[src/rtl/id_ex_stage.sv]
// ID/EX pipeline register in front of the ALU: holds one decoded instruction,
// forwards operands from MEM/WB, stalls on load-use and honours back-pressure/flush.
module id_ex_stage #(
  parameter int XLEN = 32,
  parameter int RA_W = 4
) (
  input  logic            clk,
  input  logic            rst_n,

  input  logic            in_valid,
  output logic            in_ready,
  input  logic [3:0]      in_op,
  input  logic [RA_W-1:0] in_rs1,
  input  logic [RA_W-1:0] in_rs2,
  input  logic [RA_W-1:0] in_rd,
  input  logic [XLEN-1:0] in_rs1_val,
  input  logic [XLEN-1:0] in_rs2_val,
  input  logic [XLEN-1:0] in_imm,
  input  logic            in_use_imm,
  input  logic            in_wb_en,
  input  logic            in_is_load,
  input  logic            flush,

  output logic            ex_valid,
  input  logic            ex_ready,
  output logic [XLEN-1:0] ex_a,
  output logic [XLEN-1:0] ex_b,
  output logic [3:0]      ex_op,
  output logic [RA_W-1:0] ex_rd,
  output logic            ex_wb_en,
  output logic            ex_is_load,

  input  logic            mem_wb_en,
  input  logic            mem_is_load,
  input  logic [RA_W-1:0] mem_rd,
  input  logic [XLEN-1:0] mem_val,

  input  logic            wb_wb_en,
  input  logic [RA_W-1:0] wb_rd,
  input  logic [XLEN-1:0] wb_val
);

  logic            v_q;
  logic [3:0]      op_q;
  logic [RA_W-1:0] rs1_q;
  logic [RA_W-1:0] rs2_q;
  logic [RA_W-1:0] rd_q;
  logic [XLEN-1:0] rs1_val_q;
  logic [XLEN-1:0] rs2_val_q;
  logic [XLEN-1:0] imm_q;
  logic            use_imm_q;
  logic            wb_en_q;
  logic            is_load_q;

  logic            use1;
  logic            use2;
  logic            mem_alu_hit1;
  logic            mem_alu_hit2;
  logic            wb_hit1;
  logic            wb_hit2;
  logic            hazard;
  logic            accept;
  logic            consume;
  logic            in_wb_hit1;
  logic            in_wb_hit2;
  logic [XLEN-1:0] rs1_fwd;
  logic [XLEN-1:0] rs2_fwd;

  assign use1 = (rs1_q != '0);
  assign use2 = ~use_imm_q & (rs2_q != '0);

  // MEM forwards only ALU results; a load's data is not available until WB.
  assign mem_alu_hit1 = mem_wb_en & ~mem_is_load & (mem_rd == rs1_q);
  assign mem_alu_hit2 = mem_wb_en & ~mem_is_load & (mem_rd == rs2_q);
  assign wb_hit1      = wb_wb_en & (wb_rd == rs1_q);
  assign wb_hit2      = wb_wb_en & (wb_rd == rs2_q);

  // NOTE: every signal assigned in always_comb gets a default first so no path leaves it unassigned (no latch).
  always_comb begin
    rs1_fwd = rs1_val_q;
    if (rs1_q == '0)       rs1_fwd = '0;
    else if (mem_alu_hit1) rs1_fwd = mem_val;
    else if (wb_hit1)      rs1_fwd = wb_val;
  end

  always_comb begin
    rs2_fwd = rs2_val_q;
    if (rs2_q == '0)       rs2_fwd = '0;
    else if (mem_alu_hit2) rs2_fwd = mem_val;
    else if (wb_hit2)      rs2_fwd = wb_val;
  end

  assign hazard = v_q & mem_wb_en & mem_is_load &
                  ((use1 & (mem_rd == rs1_q)) | (use2 & (mem_rd == rs2_q)));

  assign ex_valid = v_q & ~hazard & ~flush;
  assign consume  = ex_valid & ex_ready;
  assign in_ready = ~v_q | consume | flush;
  assign accept   = in_valid & in_ready & ~flush;

  assign ex_a       = rs1_fwd;
  assign ex_b       = use_imm_q ? imm_q : rs2_fwd;
  assign ex_op      = op_q;
  assign ex_rd      = rd_q;
  assign ex_wb_en   = wb_en_q;
  assign ex_is_load = is_load_q;

  // A WB write landing in the same cycle as decode's read must be captured here.
  assign in_wb_hit1 = wb_wb_en & (wb_rd == in_rs1) & (in_rs1 != '0);
  assign in_wb_hit2 = wb_wb_en & (wb_rd == in_rs2) & (in_rs2 != '0);

  // NOTE: sequential state uses non-blocking assignments so all registers update from pre-edge values.
  always_ff @(posedge clk or negedge rst_n) begin
    if (!rst_n) begin
      v_q       <= 1'b0;
      op_q      <= '0;
      rs1_q     <= '0;
      rs2_q     <= '0;
      rd_q      <= '0;
      rs1_val_q <= '0;
      rs2_val_q <= '0;
      imm_q     <= '0;
      use_imm_q <= 1'b0;
      wb_en_q   <= 1'b0;
      is_load_q <= 1'b0;
    end else if (flush) begin
      v_q <= 1'b0;
    end else if (accept) begin
      v_q       <= 1'b1;
      op_q      <= in_op;
      rs1_q     <= in_rs1;
      rs2_q     <= in_rs2;
      rd_q      <= in_rd;
      rs1_val_q <= in_wb_hit1 ? wb_val : in_rs1_val;
      rs2_val_q <= in_wb_hit2 ? wb_val : in_rs2_val;
      imm_q     <= in_imm;
      use_imm_q <= in_use_imm;
      wb_en_q   <= in_wb_en;
      is_load_q <= in_is_load;
    end else if (consume) begin
      v_q <= 1'b0;
    end else if (v_q) begin
      // Held entry: absorb the retiring WB value so it survives the stall.
      if (use1 & wb_hit1) rs1_val_q <= wb_val;
      if (use2 & wb_hit2) rs2_val_q <= wb_val;
    end
  end

endmodule
[config.mk]
export PLATFORM = sky130hd
export DESIGN_NAME = id_ex_stage
export DESIGN_NICKNAME = d
export VERILOG_FILES = /design/src/rtl/id_ex_stage.sv
export SDC_FILE = /design/constraint.sdc
export NUM_CORES = 1
export LEC_CHECK = 0
export BUFFER_PORTS_ARGS = -buffer_cell sky130_fd_sc_hd__clkbuf_2
export CORE_ASPECT_RATIO = 1.1
export CORE_MARGIN = 3
export CORE_UTILIZATION = 35
export DETAILED_ROUTE_END_ITERATION = 8
export PLACE_DENSITY = 0.69
export SKIP_CTS_REPAIR_TIMING = 1
export SYNTH_ARGS = -nofsm -noshare
export SYNTH_HDL_FRONTEND = slang
export SYNTH_SLANG_ARGS = --single-unit
[constraint.sdc]
create_clock -name clk -period 2.15 [get_ports clk]
set_clock_uncertainty 0.05 [all_clocks]
set_input_delay 0.215 -clock clk [delete_from_list [all_inputs] [get_ports clk]]
set_output_delay 0.215 -clock clk [all_outputs]
set_load 0.02 [all_outputs]
== Word-level counts from Yosys, hierarchy flattened ==
Index checks and enable logic that the tools add are counted.
Operators by class
  equality and inequality tests: 7
  mux-type cells: 20
  bitwise gates (word level): 30
  reductions and logical operators: 13
Operators with widths (number)
  $mux W32: 17
  $eq A4 B4 Y1: 6
  $and A1 B1 Y1: 22
  $reduce_bool A4 Y1: 4
  $logic_not A4 Y1: 2
  $reduce_and A4 Y1: 2
  $reduce_bool A2 Y1: 3
  $not A1 Y1: 5
  $mux W1: 3
  $or A1 B1 Y1: 3
  $reduce_bool A3 Y1: 1
  $ne A2 B2 Y1 const B: 1
  $reduce_and A2 Y1: 1
Word-level totals
  bits in registers: 116
  input port bits: 195
  output and inout port bits: 76
  word-level logic and storage cells: 81

== Logic depth before layout (Yosys ltp) ==
Gate-level depths: netlist of the first run.
  depth after elaboration: 15
  gate-level depth with buffers: 8

== Worst setup path before layout of the first run ==
Ideal clock, no wire load.
  path kind: reg-to-output
  from: register rs1_q[2]
  to: output port ex_a[10]
  arrival: 2.165 ns
  data required time: 1.885 ns
  slack: -0.280 ns
  stages on the path, launching flop included: 7
  buffers on the path: 2
  cell sequence: dfrtp_1 -> xnor2_1 -> nand4_1 -> or3b_2 -> clkbuf_1 -> buf_1 -> a211oi_1
On the way
  word-level cells in the longest chain between the ends: 5
Ends and longest elaborated chain
  from (decl): RTL line 45  | logic [RA_W-1:0] rs1_q;
  from (signal assigned): RTL line 131  | rs1_q <= in_rs1;
  $eq A4 B4 Y1: RTL line 75  | assign wb_hit1 = wb_wb_en & (wb_rd == rs1_q);
  $and A1 B1 Y1: RTL line 75
  $mux W32: RTL line 83  | else if (wb_hit1) rs1_fwd = wb_val;
  $mux W32: RTL line 82  | else if (mem_alu_hit1) rs1_fwd = mem_val;
  $mux W32 *: RTL line 81  | if (rs1_q == '0) rs1_fwd = '0;
  to (decl): RTL line 26  | output logic [XLEN-1:0] ex_a,
Every way passes the cells marked *; elsewhere a longest branch is shown, timed or not.

== Final worst setup path of the first run ==
  from: register rs1_q[2]
  to: output port ex_a[22]
Same word-level chain as after synthesis.

==> out/qor.yml, run 1 <==
outcome: "finished, violations left"
violations: "negative hold slack, negative setup slack"
root_buffer: "clkbuf_16"
maxCapViolations: 0
drt_first_pass_iters: 7
drive_above_1_share_pct: 47.79
dp_hpwl_mm: 19.81
synth_seq_area_share_pct: 39.37
synth-main-ff-cell: "dfrtp_1"
global_route.overflow_total: 0
worstPathRequired_ps: 1880
globalplace.congestion: 0.8650
hold_class: "in2reg"
synth_async_sr_flop_share_pct: 100.0
n_fill_cell: 1640
fmax_ghz: 0.3651
rsz0062_at_grt: "yes"
viasPerCell: 5.534
synth.avg_cell_area_sq_um: 8.937
dp_cells: 1350
synth_nets: 1020
hold_viol_final: 1
netlist_area_sq_mm: 0.007373
start_util_pct: 35.72
cts.clk_slew.worst_paths_ps: 50
setup_slack_ps: -588.8
critical_path.startpoint_type: "flop"
timing.setup.tns_ps: -67860
placed_area_sq_mm: 0.009956
row_count: 55
grt_max_degree: 62
fin_crit_sh_pct: 127.4
hold_ws_ps: -1.332
syn_to_final_growth_pct: 71.34
grt_use_total_pct: 23.32
synth_edf_count: 0
die_x_um: 144.4
grt_pass1_wl_mm: 41.01
finalNetCount: 1402
synth_warnings: 0
finalPower_uw: 9596
ys_ff_latch: 116
drv_slew: 0
vias: 8174
clk_latency_ps: 420
cts_buffers: 17
tritoncts: "done"
cts_sinks: 116
tightest_slew_ps: 582.9
drcViolationCount: 0
coreArea_sq_mm: 0.02064
drtAntennaViolNets: 0
critPathArrivalTime_ps: 2470
wl_per_cell_um: 21.74
dieArea_sq_mm: 0.02285
crit_path_end_kind: "output pin"
clock_path_buffers: 2
die_h_um: 158.2
setup_viol: 181
io_buffers: 270
initialDrtViolationCount: 528
peakVddDrop_uv: 563.8
layout.cells.non_filler: 1477
synth_cell_types: 42
first_global_vias: 7465
crit_type: "reg2out"
p_per_area_mw_per_mm2: 759.5
fin_crit_ps: 2739
wl_mm: 32.12
h-tree-depth: 4
max-slew-margin-rel_pct: 61.14
fin_area_sq_mm: 0.01263
syn_inst: 825
antenna_found_initial: 2
io_pins: 271
crit_fanout: 8
p_leak_uw: 0.005904
## placed cells by master (no fill, tap or decap), types with 29 or more instances in the layout
| cell type | Yosys | routed |
|---|---|---|
| clkbuf_2 | 0 | 220 |
| nand2_1 | 160 | 153 |
| dfrtp_1 | 116 | 115 |
| inv_1 | 66 | 66 |
| buf_4 | 0 | 55 |
| buf_6 | 4 | 54 |
| mux2i_1 | 64 | 49 |
| dlygate4sd3_1 | 0 | 49 |
| nor2_1 | 67 | 36 |
| nor3_1 | 35 | 35 |
| clkbuf_16 | 0 | 33 |
| a211oi_4 | 0 | 32 |
| a22o_1 | 32 | 32 |
| o22a_1 | 32 | 32 |
| a221oi_2 | 30 | 29 |
## Yosys cell counts, drive strengths merged, types with 4 or more instances
cell type	number	share of area (%)
dfrtp	116	39
xor2	10	1.2
mux2i	64	8.7
clkbuf	50	2.5
xnor2	12	1.4
nand2	160	8.1
buf	19	1.5
inv	66	3.4
nor4	5	0.80
nor2	67	3.4
a211oi	32	3.3
a221oi	32	6.3
nand3b	4	0.41
nand4	4	0.34
a21oi	34	2.4
o22a	32	3.8
o221a	32	4.9
nor3	35	2.4
a22o	33	4.0
## registers in the layout, indices dropped and copies added, names as in the netlist
name        flops
rs1_q           4
v_q             1
ex_op           4
imm_q          32
rs2_q           4
rs2_val_q      32
rs1_val_q      32
ex_wb_en        1
ex_rd           4
ex_is_load      1
use_imm_q       1
## final timing paths
check / startpoint / slack (ps) / cells past startpoint / end
max reg2reg: rs1_q[2] / -440 / 9 / rs2_val_q[13]
max: rs1_q[2] / -590 / 7 / ex_a[22]
min reg2reg: imm_q[26] / 420 / 2 / imm_q[26]
max in group asynchronous: rst_n / 1120 / 3 / rs2_q[0]
min: in_rs1[2] / -1 / 3 / rs1_q[2]
min in group asynchronous: rst_n / 230 / 2 / rs1_val_q[15]
## routing by layer
layer  vias to the layer above  track usage (%)  part of all wire, %
met4                         2            9.507                  3.9
met3                        97            5.468                  6.6
met2                       393            38.47                   49
met1                      3990            29.43                   40
li1                       3692                -                    -
met5                         -                0                0.040
## critical path, stage by stage, from the launching register on
cell	delay [ps]
dfrtp_1	410
xnor2_1	180
nand4_1	220
buf_4	210
or3b_4	450
buf_12	200
a211oi_4	230
buf_6	150
## power by group
part	switching (uW)	internal, uW	total, uW
clock	1040	1940	2970
combinational	1940	1930	3870
sequential	235	2520	2760
## through the flow
step	setup slack, ps	utilization, %
after detailed placement	-171.2	48.22
after global routing	-679.6	61.19
after CTS	-615.1	51.19
after floorplan	-40.86	-
final	-588.8	61.19
after global placement	-144.1	48.22
## cell type report
class                           count  area, sq um  area share (%)
Multi-Input combinational cell    575         4852           38.41
Clock buffer                       23        488.0           3.863
Sequential cell                   116         2904           22.99
Inverter                           66        247.7           1.961
Antenna cell                        1        2.502         0.01981
Tap cell                          256        320.3           2.535
Clock inverter                      9        125.1          0.9904
Timing Repair Buffer              431         3694           29.24
## cell families after synthesis
logic type | after synthesis | synth area share (%)
AND/OR/NAND/NOR | 287 | 16.63
XOR/XNOR | 22 | 2.613
AO/OA/AOI/OAI | 201 | 25.25
flip-flops | 116 | 39.37
buffers and inverters | 135 | 7.450
multiplexers | 64 | 8.688
No activity file was read; power rests on OpenSTA's default activity.
==> run 2, diff against run 1 <==
- SKIP_LAST_GASP: not set -> 1
==> run 2 against run 1 <==
The flow still finishes with violations (negative hold slack, negative setup slack). Routed wire length down 2.2%. Non-clock buffer count unchanged. Count of clock-buffer cells in the layout unchanged.
==> out/qor.yml, run 2 (synthesis gave the netlist of run 1 again) <==
outcome: "finished, violations left"  # unchanged
violations: "negative hold slack, negative setup slack"  # unchanged
global_route.overflow_total: 0  # unchanged
crit_fanout: 4  # was 8
dp_hpwl_mm: 19.81  # unchanged
clk_latency_ps: 420  # about the same
final_common_cell: "clkbuf_2"  # unchanged
placed_area_sq_mm: 0.009956  # unchanged
hold_viol_final: 1  # unchanged
setup_slack_ps: -572.1  # was -588.8 ps
drcViolationCount: 0  # unchanged
die_h_um: 158.2  # unchanged
first_global_vias: 7465  # unchanged
cts.clk_slew.worst_paths_ps: 50  # about the same
drtAntennaViolNets: 0  # unchanged
start_util_pct: 35.72  # unchanged
globalplace.congestion: 0.8650  # unchanged
io_buffers: 270  # unchanged
clock_path_buffers: 2  # unchanged
rsz0062_at_grt: "yes"  # unchanged
io_pins: 271  # unchanged
hold_start: "in_rs1[2]"  # unchanged
finalPower_uw: 9454  # was 9596 uW
drive_above_1_share_pct: 46.89  # was 47.79%
initialDrtViolationCount: 585  # was 528
wl_per_cell_um: 21.26  # was 21.74 um
coreArea_sq_mm: 0.02064  # unchanged
tightest_slew_ps: 579.6  # was 582.9 ps
tritoncts: "done"  # unchanged
antenna_found_initial: 2  # unchanged
die_x_um: 144.4  # unchanged
vias: 8108  # was 8174
cts_sinks: 116  # unchanged
max-slew-margin-rel_pct: 61.36  # was 61.14%
crit_path_end_kind: "output pin"  # unchanged
critical_path.startpoint_type: "flop"  # unchanged
dieArea_sq_mm: 0.02285  # unchanged
setup_viol: 181  # unchanged
r2r_start: "rs1_q[2]"  # unchanged
root_buffer: "clkbuf_16"  # unchanged
n_fill_cell: 1680  # was 1640
startpoint: "rs1_q[2]"  # unchanged
critPathArrivalTime_ps: 2460  # was 2470 ps
worstPathRequired_ps: 1880  # about the same
wl_mm: 31.40  # was 32.12 mm
cts_buffers: 17  # unchanged
drv_slew: 0  # unchanged
reg_top3: "imm_q: 32 flops, rs1_val_q: 32 flops, rs2_val_q: 32 flops"  # unchanged
h-tree-depth: 4  # unchanged
drt_first_pass_iters: 5  # was 7
fmax_ghz: 0.3674  # was 0.3651 GHz
hold_ws_ps: -2.995  # was -1.332 ps
grt_max_degree: 62  # unchanged
finalNetCount: 1402  # unchanged
fin_crit_ps: 2722  # was 2739 ps
mostFrequentLayoutCells: "clkbuf_2 (226), nand2_1 (156), dfrtp_1 (115), inv_1 (66), buf_4 (61)"  # was clkbuf_2 (220), nand2_1 (153), dfrtp_1 (115), inv_1 (66), buf_4 (55)
syn_to_final_growth_pct: 68.17  # was 71.34%
hold_class: "in2reg"  # unchanged
grt_pass1_wl_mm: 41.01  # unchanged
peakVddDrop_uv: 617.5  # was 563.8 uV
p_leak_uw: 0.005840  # was 0.005904 uW
p_per_area_mw_per_mm2: 762.5  # was 759.5 mW/mm^2
viasPerCell: 5.490  # was 5.534
grt_use_total_pct: 23.32  # unchanged
crit_type: "reg2out"  # unchanged
maxCapViolations: 0  # unchanged
fin_crit_sh_pct: 126.6  # was 127.4%
fin_area_sq_mm: 0.01240  # was 0.01263 sq mm
row_count: 55  # unchanged
run 2: cell count changes in the layout (fill, tap and decap cells not counted), sizes merged:
cell,delta
buf,-5
clkbuf,+5
run 2: layer usage:
metal  wire (um)  vias to the layer above  track usage, %  share of wire (%)
li1            -                     3686               -                  -
met2       15370                      393           38.47                 49
met5          13                        -               0              0.041
met1       12780                     3942           29.43                 41
met3        2085                       85           5.468                6.6
met4        1149                        2           9.507                3.7
run 2: final cells by class:
class | instances | area, sq um | area share, %
multi-input combinational | 575 | 4688 | 37.81
timing repair buffer | 431 | 3623 | 29.22
sequential | 116 | 2904 | 23.42
clock buffer | 23 | 488.0 | 3.935
tap | 256 | 320.3 | 2.583
inverter | 66 | 247.7 | 1.998
clock inverter | 9 | 125.1 | 1.009
antenna | 1 | 2.502 | 0.02018
run 2: through the flow:
step	setup TNS (ps)	hold WS [ps]	utilization, %	worst slack, ps	instances
floorplan	-1945	-130.6	-	-40.86	825
detailed placement	-15220	114.9	48.22	-171.2	1350
finish	-65620	-2.995	60.06	-572.1	1477
global placement	-11840	113.1	48.22	-144.1	1350
global route	-85960	33.39	60.06	-679.8	1477
CTS	-45510	-330.6	51.19	-615.1	1382
run 2: final timing paths:
kind | slack, ps | to | cells after the start
setup / recovery | -570 | ex_a[31] | 8
hold / removal | -3 | rs1_q[2] | 3
setup reg to reg | -410 | rs2_val_q[11] | 9
hold reg to reg | 430 | imm_q[23] | 2
max in group asynchronous | 1120 | rs2_q[0] | 3
min in group asynchronous | 240 | rs1_val_q[15] | 2
run 2: worst max-delay path, stage by stage (launching register included):
cell	delay, ps
dfrtp_1	400
xnor2_1	180
nand4_1	210
buf_4	210
or3b_4	450
buf_4	170
nor2_1	170
a211oi_4	80
buf_6	160
run 2: where the power goes:
part           switching [uW]  internal, uW
sequential                220          2520
clock                    1030          1940
combinational            1900          1840
total                    3150          6300
==> run 3, diff against run 2 <==
- ABC_CLOCK_PERIOD_IN_PS: not set -> 2150
- GPL_TIMING_DRIVEN: not set -> 0
==> run 3 against run 2 <==
The run still ends with negative hold slack, negative setup slack left. Final area increased by 5.3%. Routed wire length up 0.80%. Sequential power is 3% higher. Combinational power increased by 3%. Hold slack improved by 2.7 ps. Count of clock-buffer cells in the layout is 3 lower. Largest cell class unchanged. Highest routed layer unchanged.
==> out/qor.yml, run 3 (synthesis gave the netlist of run 1 again) <==
hold_class: "in2reg"  # unchanged
io_pins: 271  # unchanged
critPathArrivalTime_ps: 2580  # was 2460 ps
dp_hpwl_mm: 20.28  # was 19.81 mm
wl_per_cell_um: 21.14  # was 21.26 um
fin_crit_ps: 2849  # was 2722 ps
setup_slack_ps: -698.7  # was -572.1 ps
slowest_delay_ps: 450  # about the same
tightest_slew_ps: 711.9  # was 579.6 ps
cts_sinks: 116  # unchanged
root_buffer: "clkbuf_16"  # unchanged
drt_first_pass_iters: 7  # was 5
tritoncts: "done"  # unchanged
drv_slew: 0  # unchanged
h-tree-depth: 4  # unchanged
max-slew-margin-rel_pct: 52.36  # was 61.36%
peakVddDrop_uv: 494.7  # was 617.5 uV
setup_viol: 181  # unchanged
crit_fanout: 10  # was 4
maxCapViolations: 0  # unchanged
hold_viol_final: 1  # unchanged
syn_to_final_growth_pct: 77.04  # was 68.17%
global_route.overflow_total: 0  # unchanged
outcome: "finished, violations left"  # unchanged
worstPathRequired_ps: 1880  # about the same
swShare_pct: 33.86  # was 33.37%
combPwrFrac_pct: 39.7  # was 39.6%
internal_power_uw: 6404  # was 6300 uW
cts.clk_slew.worst_paths_ps: 60  # was 50 ps
die_x_um: 144.4  # unchanged
timing.setup.tns_ps: -80650  # was -65620 ps
violations: "negative hold slack, negative setup slack"  # unchanged
row_count: 55  # unchanged
initialDrtViolationCount: 473  # was 585
drive_above_1_share_pct: 51.09  # was 46.89%
slowest_stage: "dfrtp_2"  # was or3b_4
path_cells: "xnor2_2, nand2_1, nor4_4, buf_6, buf_12, mux2i_2, a21oi_1, a22o_1, clkbuf_2"  # was xnor2_1, nand4_1, buf_4, or3b_4, buf_4, nor2_1, a211oi_4, buf_6
p_leak_uw: 0.006025  # was 0.005840 uW
dp_slack_ps: -822.3  # was -171.2 ps
drtAntennaViolNets: 0  # unchanged
clk_latency_ps: 420  # about the same
drcViolationCount: 0  # unchanged
final_core_util_pct: 63.23  # was 60.06%
hold_ws_ps: -0.3092  # was -2.995 ps
seqPwrFrac_pct: 29.1  # was 29.0%
dieArea_sq_mm: 0.02285  # unchanged
io_buffers: 267  # was 270
start_util_pct: 35.72  # unchanged
critical_path.startpoint_type: "flop"  # unchanged
cts_buffers: 17  # unchanged
rsz0062_at_grt: "yes"  # unchanged
globalplace.congestion: 0.8369  # was 0.8650
vias: 8192  # was 8108
path_delay_family: "buffers and inverters"  # was simple AND/OR/NAND/NOR gates
reg_top3: "imm_q: 32 flops, rs1_val_q: 32 flops, rs2_val_q: 32 flops"  # unchanged
power.switching_uw: 3278  # was 3154 uW
grt_pass1_wl_mm: 41.30  # was 41.01 mm
antenna_cells: 0  # was 1
finalNetCount: 1424  # was 1402
crit_path_end_kind: "output pin"  # unchanged
p_clk_share_pct: 31.2  # was 31.4%
first_global_vias: 7420  # was 7465
finalPower_uw: 9683  # was 9454 uW
grt_use_total_pct: 23.89  # was 23.32%
mostFrequentLayoutCells: "clkbuf_2 (234), nand2_1 (125), dfrtp_1 (110), inv_1 (65), buf_6 (59)"  # was clkbuf_2 (226), nand2_1 (156), dfrtp_1 (115), inv_1 (66), buf_4 (61)
viasPerCell: 5.472  # was 5.490
grt_max_degree: 70  # was 62
clock_path_buffers: 2  # unchanged
final_common_cell: "clkbuf_2"  # unchanged
fmax_ghz: 0.3510  # was 0.3674 GHz
fin_crit_sh_pct: 132.5  # was 126.6%
p_per_area_mw_per_mm2: 741.8  # was 762.5 mW/mm^2
cp.buffers_inverters: 3  # unchanged
die_h_um: 158.2  # unchanged
antenna_found_initial: 2  # unchanged
crit_type: "reg2out"  # unchanged
coreArea_sq_mm: 0.02064  # unchanged
wl_mm: 31.65  # was 31.40 mm
[run 3: cell count changes in the layout (fill, tap and decap cells not counted), sizes merged]
| cell | change |
|---|---|
| buf | -6 |
| bufinv | +1 |
| clkbuf | +25 |
| clkinv | +2 |
| clkinvlp | -1 |
| diode | -1 |
| dlygate4sd3 | +1 |
| or3b | -1 |
[run 3: final timing paths]
check / from / endpoint / slack (ps) / cells after the start
setup / recovery: rs2_q[0] / ex_b[18] / -700 / 9
hold / removal: in_rs1[1] / rs1_q[1] / -0.3 / 3
setup reg to reg: rs1_q[0] / rs1_val_q[16] / -520 / 11
hold reg to reg: imm_q[27] / imm_q[27] / 420 / 2
max in group asynchronous: rst_n / rs1_q[0] / 1070 / 3
min in group asynchronous: rst_n / rs1_val_q[19] / 250 / 2
[run 3: per-stage QoR]
stage          area [sq um]  cells
6_report              13050   1497
3_5_place_dp           9534   1349
4_1_cts               10150   1380
5_1_grt               13050   1497
3_3_place_gp           9498   1348
2_1_floorplan          7841    825
[run 3: worst register-to-register path, delay by kind of cell (launching register included)]
kind / cells / cell delay (ps)
AO/OA/AOI/OAI: 2 / 690
XOR/XNOR: 1 / 180
buffers and inverters: 5 / 800
flip-flops: 1 / 440
AND/OR/NAND/NOR: 3 / 390
[run 3: power by group through the flow]
stage	Sequential, uW	Clock (uW)	Combinational, uW
after floorplan	2740	0	1970
after global placement	2750	0	2940
after detailed placement	2760	0	2970
after CTS	2730	3060	2990
after global routing	2840	3160	4080
final	2810	3020	3850
[run 3: area by class of cell]
type	instances	area (sq um)
Fill cell	1569	7591
Tap cell	256	320.3
Buffer	68	758.2
Timing Repair Buffer	386	2964
Clock inverter	11	157.7
Multi-Input combinational cell	574	5239
Inverter	66	247.7
Sequential cell	116	2910
Clock buffer	20	456.7
[run 3: metal layers]
layer / part of all wire, % / track usage, % / vias up
met3: 5.7 / 4.622 / 73
met1: 41 / 31.25 / 4040
met4: 3.0 / 8.841 / 4
li1: - / - / 3755
met5: 0.076 / 0 / -
met2: 50 / 39.26 / 320
